<file path="config.mk">
export PLATFORM = sky130hd
export DESIGN_NAME = data_memory
export DESIGN_NICKNAME = d
export VERILOG_FILES = /design/src/rtl/dmem_pkg.sv /design/src/rtl/dmem_array.sv /design/src/rtl/data_memory.sv
export SDC_FILE = /design/constraint.sdc
export NUM_CORES = 2
export LEC_CHECK = 0
export CORE_MARGIN = 5
export CORE_UTILIZATION = 40
export DETAILED_ROUTE_END_ITERATION = 10
export MAX_ROUTING_LAYER = met4
export PLACE_DENSITY = 0.52
export SYNTH_ARGS = -nofsm -noshare
export SYNTH_HDL_FRONTEND = slang
export SYNTH_SLANG_ARGS = --single-unit
</file>
<file path="constraint.sdc">
create_clock -name CLK -period 3.5 [get_ports CLK]
set_clock_uncertainty 0.2 [all_clocks]
set_input_delay 0.525 -clock CLK [delete_from_list [all_inputs] [get_ports CLK]]
set_output_delay 0.525 -clock CLK [all_outputs]
set_load 0.02 [all_outputs]
</file>
<file path="src/rtl/dmem_pkg.sv">
// Shared types and constants for the multi-cycle byte-addressed data memory.
package dmem_pkg;

    typedef enum logic [1:0] {
        IDLE = 2'd0,
        BUSY = 2'd1,
        DONE = 2'd2
    } state_t;

    typedef enum logic {
        OP_READ  = 1'b0,
        OP_WRITE = 1'b1
    } op_t;

    localparam int DEFAULT_LATENCY = 5;
    localparam int CNT_W           = 4;

endpackage

</file>
<file path="src/rtl/dmem_array.sv">
// Byte storage with synchronous write, registered read and asynchronous clear.
module dmem_array #(
    parameter int ADDR_W = 8,
    parameter int DATA_W = 8
) (
    input  logic              CLK,
    input  logic              RESET_N,
    input  logic              we,
    input  logic              re,
    input  logic [ADDR_W-1:0] addr,
    input  logic [DATA_W-1:0] wdata,
    output logic [DATA_W-1:0] rdata
);

    localparam int DEPTH = 1 << ADDR_W;

    logic [DATA_W-1:0] mem [DEPTH];

    // Reset wipes every byte, so an interrupted store never leaves partial data behind.
    always_ff @(posedge CLK or negedge RESET_N) begin
        if (!RESET_N) begin
            for (int i = 0; i < DEPTH; i++) begin
                mem[i] <= '0;
            end
            rdata <= '0;
        end else begin
            if (we) begin
                mem[addr] <= wdata;
            end
            if (re) begin
                rdata <= mem[addr];
            end
        end
    end

endmodule

</file>
<file path="src/rtl/data_memory.sv">
// CPU data memory: fixed-latency load/store with a READ/WRITE/BUSYWAIT stall handshake.
module data_memory
    import dmem_pkg::*;
#(
    parameter int ADDR_W  = 8,
    parameter int DATA_W  = 8,
    parameter int LATENCY = DEFAULT_LATENCY
) (
    input  logic              CLK,
    input  logic              RESET_N,
    input  logic              READ,
    input  logic              WRITE,
    input  logic [ADDR_W-1:0] ADDRESS,
    input  logic [DATA_W-1:0] WRITEDATA,
    output logic [DATA_W-1:0] READDATA,
    output logic              BUSYWAIT
);

    localparam logic [CNT_W-1:0] CNT_LOAD = CNT_W'(LATENCY - 1);

    state_t            state_q;
    op_t               op_q;
    logic [CNT_W-1:0]  cnt_q;
    logic [ADDR_W-1:0] addr_q;
    logic [DATA_W-1:0] data_q;
    logic              access_now;
    logic              mem_we;
    logic              mem_re;

    always_ff @(posedge CLK or negedge RESET_N) begin
        if (!RESET_N) begin
            state_q <= IDLE;
            op_q    <= OP_READ;
            cnt_q   <= '0;
            addr_q  <= '0;
            data_q  <= '0;
        end else begin
            case (state_q)
                IDLE: begin
                    if (READ || WRITE) begin
                        addr_q  <= ADDRESS;
                        data_q  <= WRITEDATA;
                        op_q    <= WRITE ? OP_WRITE : OP_READ;
                        cnt_q   <= CNT_LOAD;
                        state_q <= BUSY;
                    end
                end
                BUSY: begin
                    if (cnt_q == '0) begin
                        state_q <= DONE;
                    end else begin
                        cnt_q <= cnt_q - 1'b1;
                    end
                end
                DONE:    state_q <= IDLE;
                default: state_q <= IDLE;
            endcase
        end
    end

    assign access_now = (state_q == BUSY) && (cnt_q == '0);
    assign mem_we     = access_now && (op_q == OP_WRITE);
    assign mem_re     = access_now && (op_q == OP_READ);

    // Handshake: the CPU holds READ/WRITE as a level; BUSYWAIT is high from the request
    // cycle through the access edge and drops for the single DONE cycle, where the CPU
    // retires the instruction. Requests seen in DONE are ignored, so a held request is
    // not relaunched.
    assign BUSYWAIT = RESET_N &&
                      (((state_q == IDLE) && (READ || WRITE)) || (state_q == BUSY));

    dmem_array #(
        .ADDR_W(ADDR_W),
        .DATA_W(DATA_W)
    ) u_array (
        .CLK    (CLK),
        .RESET_N(RESET_N),
        .we     (mem_we),
        .re     (mem_re),
        .addr   (addr_q),
        .wdata  (data_q),
        .rdata  (READDATA)
    );

endmodule
</file>
==> run_results.csv <==
group,metric,value,unit
synthesis,synth_top_family_by_area,"multiplexers",
placed_design,place.gp.congestion,0.815,
pwr,peakVddDrop,499,uV
die,num_rows,180,
setup_path,cp_data_required_time,4010,ps
clock_tree,clock_latency,860,ps
setup_path,worstPathArrival,3980,ps
detailed_routing,via_per_inst,5.68,
die,start_util,0.401,
placed_design,port_buffers,28,
synthesis,ys_seq_area_frac,0.542,
global_routing,grt_max_degree,165,
die,die_area,0.250,sq mm
synthesis,synth.most_common_cell,"dfrtp_1",
synthesis,synth_fp_nets,6140,
synthesis,ys_ff_latch,2079,
cells_and_area,syn_to_final_growth,16.7,%
global_routing,first_global_vias,59200,
pwr,total_power,0.0725,W
detailed_routing,drtIter0Drc,3677,
die,die_w,500,microns
detailed_routing,drc,0,
timing,rsz0062_at_grt,"no",
synthesis,netlist_top_cells_count,"dfrtp_1, mux2_2, mux4_2, clkbuf_1, nand2_1",
cells_and_area,fin_cells,9809,
setup_path,r2r-end,"u_array.rdata[0]",
setup_path,critPathLaunchType,"flip-flop",
synthesis,synth-edff-count,0,
timing,worst_pin_slew,1290,ps
synthesis,syn_area_per_cell,15.7,sq um
timing,slew_viol_final,0,
setup_path,timing.reg2reg.setup_slack,40,ps
die,die_y,500,microns
status,outcome,"complete, no violations",
synthesis,yosys-top-cells-area,"dfrtp_1, mux2_2, mux4_2",
clock_tree,cts_sinks,2079,
placed_design,dp_cells,9350,
setup_path,worstSetupPathType,"reg2reg",
global_routing,grt_pass1_wl,430000,microns
setup_path,r2r_start,"addr_q[0]",
die,coreArea,0.240,sq mm
cells_and_area,layout.nets,6452,
timing,fmax,289,MHz
global_routing,grt_usage,0.237,
setup_path,startpoint,"addr_q[0]",
setup_path,cp-endpoint,"u_array.rdata[0]",
synthesis,synthAdderAreaFrac,0.000130,
setup_path,slowest_delay,510,ps
synthesis,async_flop_share,1.00,
clock_tree,cts_made_buffers,229,
cells_and_area,drive_gt1_frac,0.565,
setup_path,cpMaxStageDelayCell,"mux4_2",
setup_path,end_kind,"flip-flop",
setup_path,critPathMaxFanout,11,
synthesis,synth-simple-area-share,0.0418,
run,maxCapViolCount,0,
synthesis,synth_top_area_share,0.542,
detailed_routing,ant_nets,0,
clock_tree,htreeDepth,4,
global_routing,grt_remaining_overflow,0,
detailed_routing,via_count,55700,
clock_tree,tritoncts,"built",
setup_path,r2r_cells,10,
timing,relSlewSlack,0.143,
synthesis,ys_types,68,
synthesis,syn_area,0.0961,sq mm
die,io_pins,29,
synthesis,yosysTopAreaCell,"dfrtp_1",
timing,setup_violations,0,
setup_path,crit_chain,"buf_12 > buf_4 > bufbuf_16 > buf_4 > mux4_2 > mux4_2 > o21ai_0 > a31oi_1 > o32ai_1 > o21ai_1",
synthesis,ys.flop_type,"dfrtp_1",
synthesis,synth-compound-area-share,0.0212,
detailed_routing,drtPass1Iterations,8,
pwr,p_leak,52.8,nW
placed_design,hpwl,188000,microns
pwr,powerDensity,647,mW/mm^2
hold_path,hp-start,"ADDRESS[7]",
detailed_routing,routedWlPerCell,29.4,microns
timing,min_period,3460,ps
timing,hold_viol,0,
synthesis,synthXorXnorAreaFrac,0.0000912,
cells_and_area,fillers,20900,
synthesis,synth.area.mux_share,0.372,
clock_tree,clockBufferDepth,3,
timing,period_share,0.990,
detailed_routing,totalWireLength,288000,microns
synthesis,netlist_instances,6119,
clock_tree,root_buffer,"clkbuf_16",
clock_tree,cts.reportedPaths.clkPinSlew,60,ps
synthesis,ys_warn_count,0,
hold_path,hp-class,"in2reg",
global_routing,antenna_found_initial,6,
final cells by class:
class	instances	area (sq um)	share of cell area
clock buffer	362	6840	0.0610
timing repair buffer	535	6250	0.0558
clock inverter	56	763	0.00681
tap	3185	3990	0.0355
sequential	2079	52100	0.464
inverter	5	25.0	0.000223
multi-input combinational	3581	42200	0.376
antenna	6	15.0	0.000134
how the worst min path moves through the flow:
stage | slack [ps] | end | depth (start not counted)
after global routing | 60 | addr_q[7] | 3
after CTS | 30 | addr_q[7] | 3
after floorplan | 30 | addr_q[0] | 0
final | 100 | addr_q[7] | 3
after detailed placement | 280 | u_array.mem[135] | 1
after global placement | 260 | u_array.mem[194] | 1
placed cells by master, fill, tap and decap left out, types with 8 or more instances in the layout:
master           instances
a211oi_1                15
a21oi_1                 51
a221oi_1                19
a22oi_1                 77
a32oi_1                  9
buf_12                 127
buf_16                  15
buf_4                  336
bufinv_16               13
clkbuf_1                74
clkbuf_16              234
clkbuf_8                57
clkdlybuf4s50_1         27
clkinv_2                31
dfrtp_1               2065
dfrtp_4                 13
dlygate4sd3_1           11
mux2_2                2059
mux2i_1                144
mux4_2                 489
nand2_1                152
nand2_2                 14
nand2b_1                 8
nand3_1                 32
nand4_1                 11
nor2_1                  31
nor2_2                 151
nor2_4                  85
nor2_8                  30
nor2b_1                  8
nor3_1                   9
o21ai_0                 37
o22ai_1                 15
flip-flops by register name, summed over array words and instances, names as in the netlist:
name / cells
addr_q: 8
cnt_q: 4
data_q: 8
op_q: 1
state_q: 2
u_array.mem: 2048
u_array.rdata: 8
logic make-up after synthesis:
| family | after synthesis |
|---|---|
| muxes | 2704 |
| DFF | 2079 |
| and+or+nand+nor | 581 |
| buffers and inverters | 459 |
| AOI/OAI and AO/OA | 294 |
| xor gates and xnor gates | 1 |
| adders and majority gates | 1 |
worst max-delay path: cells and delay by family, from the launching register on:
family,cells,cell delay (ps)
AOI/OAI and AO/OA,4,960
DFF,1,490
buffers and inverters,4,730
muxes,2,930
power breakdown:
group	total, W	internal (W)	switching [W]	leakage [nW]
registers	0.0264	0.0247	0.00167	29.0
logic	0.0217	0.00762	0.0141	20.1
clock network	0.0244	0.0143	0.0101	3.74
repair_timing:
item,4_1_cts,5_1_grt
resized for setup,54,34
pin swaps,6,3
hold buffers,11,0
buffers inserted,12,2
hold endpoints to repair,262,0
setup endpoints to repair,8,169
gates cloned,7,3
metrics by stage:
stage | area, sq um | utilization | hold WS [ps] | setup WS [ps] | setup TNS, ps
global route | 112000 | 0.467 | 61.6 | 2.88 | 0
finish | 112000 | 0.467 | 103 | 35.8 | 0
global placement | 103000 | 0.432 | 263 | -545 | -2670
CTS | 112000 | 0.466 | 33.6 | -35.0 | -35.0
floorplan | 96100 | - | 29.4 | 835 | 0
detailed placement | 103000 | 0.432 | 277 | -542 | -2590
layer usage:
layer,vias up,global-route usage,share of wire
met5,-,-,0
met4,0,0.0560,0.024
met3,362,0.0277,0.034
met2,943,0.374,0.48
met1,30900,0.333,0.46
li1,23500,-,-
Note: power is estimated with default switching activity, not from simulation.
